**src/rtl/exunit_fpga.sv**
```systemverilog
// ----------------------------------------------------------------------------
// exunit_fpga : pipelined 32x32 multiply execution unit
//
// Accepts one multiply per cycle with no back-pressure and broadcasts the
// selected product word STAGES cycles later. Speculative ops ride along with
// their one-hot branch tag and are squashed in flight on a mispredict, or
// made non-speculative when their branch resolves.
//
// Ports
//   clk, reset            clock, synchronous active-low reset
//   issue_valid           op issued this cycle (always accepted)
//   ex_src1, ex_src2      operands
//   rrftag, dstval        destination rename tag / op writes a destination
//   spectag, specbit      one-hot branch tag / op is speculative
//   src1_signed,
//   src2_signed           operand signedness
//   sel_lohi              0: product[31:0], 1: product[63:32]
//   prmiss, prsuccess     branch mispredict / branch resolved
//   prtag                 tag of the resolved branch
//   specfixtag            mask of branch tags killed by a mispredict
//   exrslt, exdst         result broadcast and its tag
//   kill_spec             consumers ignore exrslt/exdst this cycle
//   rrf_we                rename-register file write enable
//   rob_we, rob_tag       ROB completion strobe and entry
// ----------------------------------------------------------------------------
module exunit_fpga #(
  parameter int  STAGES      = 3,
  localparam int DATA_LEN    = 32,
  localparam int RRF_SEL     = 6,
  localparam int SPECTAG_LEN = 5
) (
  input  logic                   clk,
  input  logic                   reset,
  input  logic                   issue_valid,
  input  logic [DATA_LEN-1:0]    ex_src1,
  input  logic [DATA_LEN-1:0]    ex_src2,
  input  logic [RRF_SEL-1:0]     rrftag,
  input  logic                   dstval,
  input  logic [SPECTAG_LEN-1:0] spectag,
  input  logic                   specbit,
  input  logic                   src1_signed,
  input  logic                   src2_signed,
  input  logic                   sel_lohi,
  input  logic                   prmiss,
  input  logic                   prsuccess,
  input  logic [SPECTAG_LEN-1:0] prtag,
  input  logic [SPECTAG_LEN-1:0] specfixtag,
  output logic [DATA_LEN-1:0]    exrslt,
  output logic [RRF_SEL-1:0]     exdst,
  output logic                   kill_spec,
  output logic                   rrf_we,
  output logic                   rob_we,
  output logic [RRF_SEL-1:0]     rob_tag
);

  localparam int L = STAGES - 1;

  // An op on a killed branch path: speculative and its tag is in the kill mask.
  function automatic logic kill_hit(input logic                   miss,
                                    input logic                   sb,
                                    input logic [SPECTAG_LEN-1:0] tag,
                                    input logic [SPECTAG_LEN-1:0] fix);
    return miss & sb & (|(tag & fix));
  endfunction

  // Resolution only counts when no mispredict arrives in the same cycle.
  function automatic logic resolve_hit(input logic                   miss,
                                       input logic                   succ,
                                       input logic [SPECTAG_LEN-1:0] tag,
                                       input logic [SPECTAG_LEN-1:0] pt);
    return succ & ~miss & (tag == pt);
  endfunction

  // The low 64 bits of the 33x33 signed product equal the low 64 bits of the
  // product of the same operands extended straight to 64 bits.
  function automatic logic [DATA_LEN-1:0] mul_word(input logic [DATA_LEN-1:0] a,
                                                   input logic [DATA_LEN-1:0] b,
                                                   input logic                as,
                                                   input logic                bs,
                                                   input logic                sel);
    logic signed [2*DATA_LEN-1:0] ea;
    logic signed [2*DATA_LEN-1:0] eb;
    logic signed [2*DATA_LEN-1:0] prod;
    ea   = {{DATA_LEN{as & a[DATA_LEN-1]}}, a};
    eb   = {{DATA_LEN{bs & b[DATA_LEN-1]}}, b};
    prod = ea * eb;
    return sel ? prod[2*DATA_LEN-1:DATA_LEN] : prod[DATA_LEN-1:0];
  endfunction

  // Per-stage control/tag state; index 0 is stage 1, index L is the output.
  logic                   vld_p     [STAGES];
  logic                   specbit_p [STAGES];
  logic                   dstval_p  [STAGES];
  logic [SPECTAG_LEN-1:0] spectag_p [STAGES];
  logic [RRF_SEL-1:0]     rrftag_p  [STAGES];
  // Selected product word exists from stage 2 onward.
  logic [DATA_LEN-1:0]    rslt_p    [1:STAGES-1];

  // Stage 1 operand payload.
  logic [DATA_LEN-1:0]    src1_p0;
  logic [DATA_LEN-1:0]    src2_p0;
  logic                   src1_signed_p0;
  logic                   src2_signed_p0;
  logic                   sel_lohi_p0;

  logic                   kill_out;

  // ---- issue -> stage 1 -> ... -> output : control ----
  always_ff @(posedge clk) begin
    if (!reset) begin
      for (int i = 0; i < STAGES; i++) begin
        vld_p[i]     <= 1'b0;
        specbit_p[i] <= 1'b0;
      end
    end else begin
      vld_p[0]     <= issue_valid & ~kill_hit(prmiss, specbit, spectag, specfixtag);
      specbit_p[0] <= specbit & ~resolve_hit(prmiss, prsuccess, spectag, prtag);
      for (int i = 1; i < STAGES; i++) begin
        vld_p[i]     <= vld_p[i-1] &
                        ~kill_hit(prmiss, specbit_p[i-1], spectag_p[i-1], specfixtag);
        specbit_p[i] <= specbit_p[i-1] &
                        ~resolve_hit(prmiss, prsuccess, spectag_p[i-1], prtag);
      end
    end
  end

  // ---- issue -> stage 1 -> ... -> output : tags and operands ----
  always_ff @(posedge clk) begin
    dstval_p[0]    <= dstval;
    spectag_p[0]   <= spectag;
    src1_p0        <= ex_src1;
    src2_p0        <= ex_src2;
    src1_signed_p0 <= src1_signed;
    src2_signed_p0 <= src2_signed;
    sel_lohi_p0    <= sel_lohi;
    for (int i = 1; i < STAGES; i++) begin
      dstval_p[i]  <= dstval_p[i-1];
      spectag_p[i] <= spectag_p[i-1];
    end
  end

  // ---- stage 1 -> stage 2 multiply, then shift to output ----
  // Only the output-stage copies are cleared so the broadcast bus reads zero.
  always_ff @(posedge clk) begin
    if (!reset) begin
      rrftag_p[L] <= '0;
      rslt_p[L]   <= '0;
    end else begin
      rrftag_p[0] <= rrftag;
      for (int i = 1; i < STAGES; i++) begin
        rrftag_p[i] <= rrftag_p[i-1];
      end
      rslt_p[1] <= mul_word(src1_p0, src2_p0, src1_signed_p0, src2_signed_p0, sel_lohi_p0);
      for (int i = 2; i < STAGES; i++) begin
        rslt_p[i] <= rslt_p[i-1];
      end
    end
  end

  // ---- output stage broadcast ----
  assign kill_out  = kill_hit(prmiss, specbit_p[L], spectag_p[L], specfixtag);
  assign kill_spec = ~vld_p[L] | ~dstval_p[L] | kill_out;
  assign rrf_we    = vld_p[L] & dstval_p[L] & ~kill_out;
  assign rob_we    = vld_p[L] & ~kill_out;
  assign exrslt    = rslt_p[L];
  assign exdst     = rrftag_p[L];
  assign rob_tag   = rrftag_p[L];

endmodule

```
**config.mk**
```make
export PLATFORM = sky130hd
export DESIGN_NAME = exunit_fpga
export DESIGN_NICKNAME = d
export VERILOG_FILES = /design/src/rtl/exunit_fpga.sv
export SDC_FILE = /design/constraint.sdc
export NUM_CORES = 2
export LEC_CHECK = 0
export ABC_AREA = 1
export CAP_MARGIN = 0
export CORE_MARGIN = 8
export CORE_UTILIZATION = 49
export DETAILED_ROUTE_END_ITERATION = 7
export PLACE_DENSITY_LB_ADDON = 0.1
export SLEW_MARGIN = 30
export SYNTH_ARGS = -nofsm -noshare
export SYNTH_HDL_FRONTEND = slang
export SYNTH_SLANG_ARGS = --single-unit
```
**constraint.sdc**
```tcl
create_clock -name clk -period 18.8 [get_ports clk]
set_input_delay 3.76 -clock clk [delete_from_list [all_inputs] [get_ports clk]]
set_output_delay 3.76 -clock clk [all_outputs]
set_load 0.01 [all_outputs]
```
==> impl_results.md <==
* Clock input transition at the sequential cells of the worst setup and hold paths at about 0.1 ns
* GRT Total Usage at 0.272
* Setup_tns at 0 ns
* Slowest CP cell: sky130_fd_sc_hd__clkdlybuf4s50_1
* Overall routed net length at between 100000 and 150000 µm
* Final-stage net count at between 6000 and 7000
* Type of the setup path with the least slack: in -> out
* Hold-fix buffers, CTS at 0
* Share of post-route cells with drive strength above 1 at 0.0268
* Clock Skew at 0.0297 ns
* Yosys top cell area share at 0.499
* GR Overflow Total at 0
* Worst setup SP type: input pin
* Vias in the first global route at 37500
* Wire length of the first global-routing pass at ~210000 µm
* Maximum fanout along the worst path at 4
* Die area at 0.102 mm²
* Clock Sink Count at about 170
* Worst reg2reg path startpoint: src1_p0[31]$_DFF_P_
* Half-perimeter wire length after placement at roughly 110000 µm
* Horizontal extent of the die at approximately 320 µm
* Total of buffers placed on input and output ports at around 140
* Mapped Area at ~0.045 mm²
* Synth-to-layout area growth at 6.46%
* Sequential element share of the synthesized area at 0.0864
* Starting utilization of the core area at 0.494
* First-pass iteration count of the detailed router at 6
* Average wire length per cell after detail routing at 19.8 µm
* Count of different cell masters after synthesis at 39
* Largest net degree at the start of global routing at 56
* Number of buffers created by CTS at 17
* Maximum cell stage delay along the critical path at ~0.52 ns
* Largest cells by area after synthesis: sky130_fd_sc_hd__fa_1, sky130_fd_sc_hd__inv_1, sky130_fd_sc_hd__nand2_1
* Number of top-level pins at 142
* Final hold violation count at 0
* Post-synth EDFFs at 44
* Tightest Hold Check Type: reg -> reg
* Average footprint of a synthesized cell at slightly above 8 µm²
* Number of synthesis warnings at 0
* Overall die height at about 320 µm
* Remaining routing DRC violations at 0
* End point of the critical path: rrf_we
* Final Setup Violations at 0
* Core Rows at approximately 110
* Transition time at the pin with the least slew margin at 0.704 ns
* Buf+Inv Stages, Crit Path at 3
* Vias at approximately 34000
* Worst-case register-to-register setup slack at 9.60 ns
* Leading cell types in the layout, fill and taps excluded: sky130_fd_sc_hd__inv_1, sky130_fd_sc_hd__nand2_1, sky130_fd_sc_hd__fa_1
* Post-synth net total at about 7000
* Most common cell after layout, fill and taps aside: sky130_fd_sc_hd__inv_1
* Maximum buffer depth of the clock tree at 2
* RSZ-0062 raised after global routing: no
* Area of the core region at between 0.09 and 0.1 mm²
* Timing startpoint of the critical path: specfixtag[2]
* Initial antenna violation count at 1
* Buffers inserted by post-CTS timing repair at 0
* Critical Path RT at roughly 15 ns
* Critical path arrival at 5.64 ns
* Detailed router's first-iteration violation count at between 2000 and 2500
* Setup crit end kind: primary output
* Flop and latch count out of synthesis at 173
* Number of antenna repair diodes at 0
* Reg2Reg Capture Point: rslt_p[1][24]$_DFFE_PP_
* Via density per instance at roughly 5
* Timing-limited maximum frequency at approximately 110 MHz
* Top_reg_cell synth: sky130_fd_sc_hd__dfxtp_1
* Share of flip-flops with an asynchronous set or reset after synthesis at 0
* Fin crit share at 0.500
* Worst path depth at 8
* Max-slew violation count at 0
* Antenna Nets Post-Route at 0
* TritonCTS clock tree: built
* Status: finished clean
* Clock tree root driver cell: sky130_fd_sc_hd__clkbuf_16
* H-tree depth at 4
* Largest delay contributor family on the critical path: buffers and inverters
* Slew HR at 0.531
* Cell breakdown of the critical path: clkdlybuf4s50_1 -> a22o_1 -> a221oi_1 -> nand2_1 -> a31oi_1 -> nand2_1 -> inv_1 -> clkdlybuf4s50_1
* Weighted congestion at the end of routability-driven global placement at between 0.9 and 1
* Post-Synthesis Cells at between 5000 and 6000
* Insertion delay to the later sink of the worst-skew pair at 0.53 ns
* Maximum Capacitance Violations at 0
* Cell taking the most area after synthesis: sky130_fd_sc_hd__fa_1
* Quantity of gates resized following cts at 0
* R2R depth at 29
* Final worst path period need at approximately 9.4 ns
stage by stage:
stage	cell area [µm²]	setup WS, ns	hold slack [ns]	instances	util
final	48100	9.40	0.335	6717	0.525
after global routing	48100	9.04	0.342	6717	0.525
after CTS	48100	9.39	0.338	6717	0.525
after detailed placement	47500	9.39	0.315	6685	0.519
after global placement	47500	9.46	0.313	6685	0.518
after floorplan	45200	10.27	0.310	5575	-
cell usage after synthesis (8+ instances only):
| master | n |
|---|---|
| sky130_fd_sc_hd__nor2_1 | 164 |
| sky130_fd_sc_hd__nand2_1 | 1540 |
| sky130_fd_sc_hd__o21ai_0 | 57 |
| sky130_fd_sc_hd__fa_1 | 1125 |
| sky130_fd_sc_hd__clkbuf_1 | 263 |
| sky130_fd_sc_hd__nand3_1 | 92 |
| sky130_fd_sc_hd__ha_1 | 212 |
| sky130_fd_sc_hd__or2_2 | 11 |
| sky130_fd_sc_hd__nor2_2 | 9 |
| sky130_fd_sc_hd__a221oi_1 | 8 |
| sky130_fd_sc_hd__nand4_1 | 16 |
| sky130_fd_sc_hd__nand3b_1 | 8 |
| sky130_fd_sc_hd__dfxtp_1 | 129 |
| sky130_fd_sc_hd__o21bai_1 | 22 |
| sky130_fd_sc_hd__edfxtp_1 | 44 |
| sky130_fd_sc_hd__buf_4 | 12 |
| sky130_fd_sc_hd__nand3_2 | 11 |
| sky130_fd_sc_hd__a21oi_1 | 92 |
| sky130_fd_sc_hd__inv_1 | 1697 |
layout make-up:
type | instances | area, µm²
fill | 8879 | 43400
multi-input combinational | 3420 | 33800
inverter | 1697 | 6370
sequential | 173 | 3910
timing repair buffer | 209 | 1920
tap | 1186 | 1480
clock buffer | 17 | 425
clock inverter | 15 | 211
metal layers:
layer | global-route usage | up-vias | share of wire
li1 | - | 15300 | -
met1 | 0.349 | 17200 | 0.42
met2 | 0.477 | 1080 | 0.50
met3 | 0.0336 | 261 | 0.054
met4 | 0.0880 | 0 | 0.034
met5 | 0 | - | 0
worst min-delay path by stage:
| stage | startpoint | to | slack (ns) | cells past startpoint |
|---|---|---|---|---|
| 6_report | dstval_p[0][0]$_DFF_P_ | dstval_p[0][1]$_DFF_P_ | 0.33 | 0 |
| 5_1_grt | dstval_p[0][0]$_DFF_P_ | dstval_p[0][1]$_DFF_P_ | 0.34 | 0 |
| 4_1_cts | dstval_p[0][0]$_DFF_P_ | dstval_p[0][1]$_DFF_P_ | 0.34 | 0 |
| 3_5_place_dp | dstval_p[0][0]$_DFF_P_ | dstval_p[0][1]$_DFF_P_ | 0.31 | 0 |
| 3_3_place_gp | dstval_p[0][0]$_DFF_P_ | dstval_p[0][1]$_DFF_P_ | 0.31 | 0 |
| 2_1_floorplan | dstval_p[0][0]$_DFF_P_ | dstval_p[0][1]$_DFF_P_ | 0.31 | 0 |
worst register-to-register path, delay by kind of cell, from the launching register on:
family | cells | cell delay (ns)
flip-flops | 1 | 0.31
adder cells (fa/ha/maj) | 9 | 4.62
AO/OA/AOI/OAI | 3 | 0.85
buffers and inverters | 10 | 2.13
AND/OR/NAND/NOR | 7 | 1.05
registers in the layout (all words and copies together), names as in the netlist:
register / flops
src2_p0: 32
src1_signed_p0: 1
sel_lohi_p0: 1
spectag_p: 15
src1_p0: 32
rslt_p: 64
vld_p: 3
src2_signed_p0: 1
specbit_p: 3
dstval_p: 3
rrftag_p: 18
cells by family after synthesis:
logic type,count (synthesis),share of synthesized area
fa+ha+maj,1337,0.557
xor+xnor,10,0.00194
flops,173,0.0864
simple gates,1871,0.163
compound gates,202,0.0251
buf+inv,1982,0.166
Power is not shown: default switching activity piles up to over one toggle a cycle in this logic, so the estimate is an artifact.
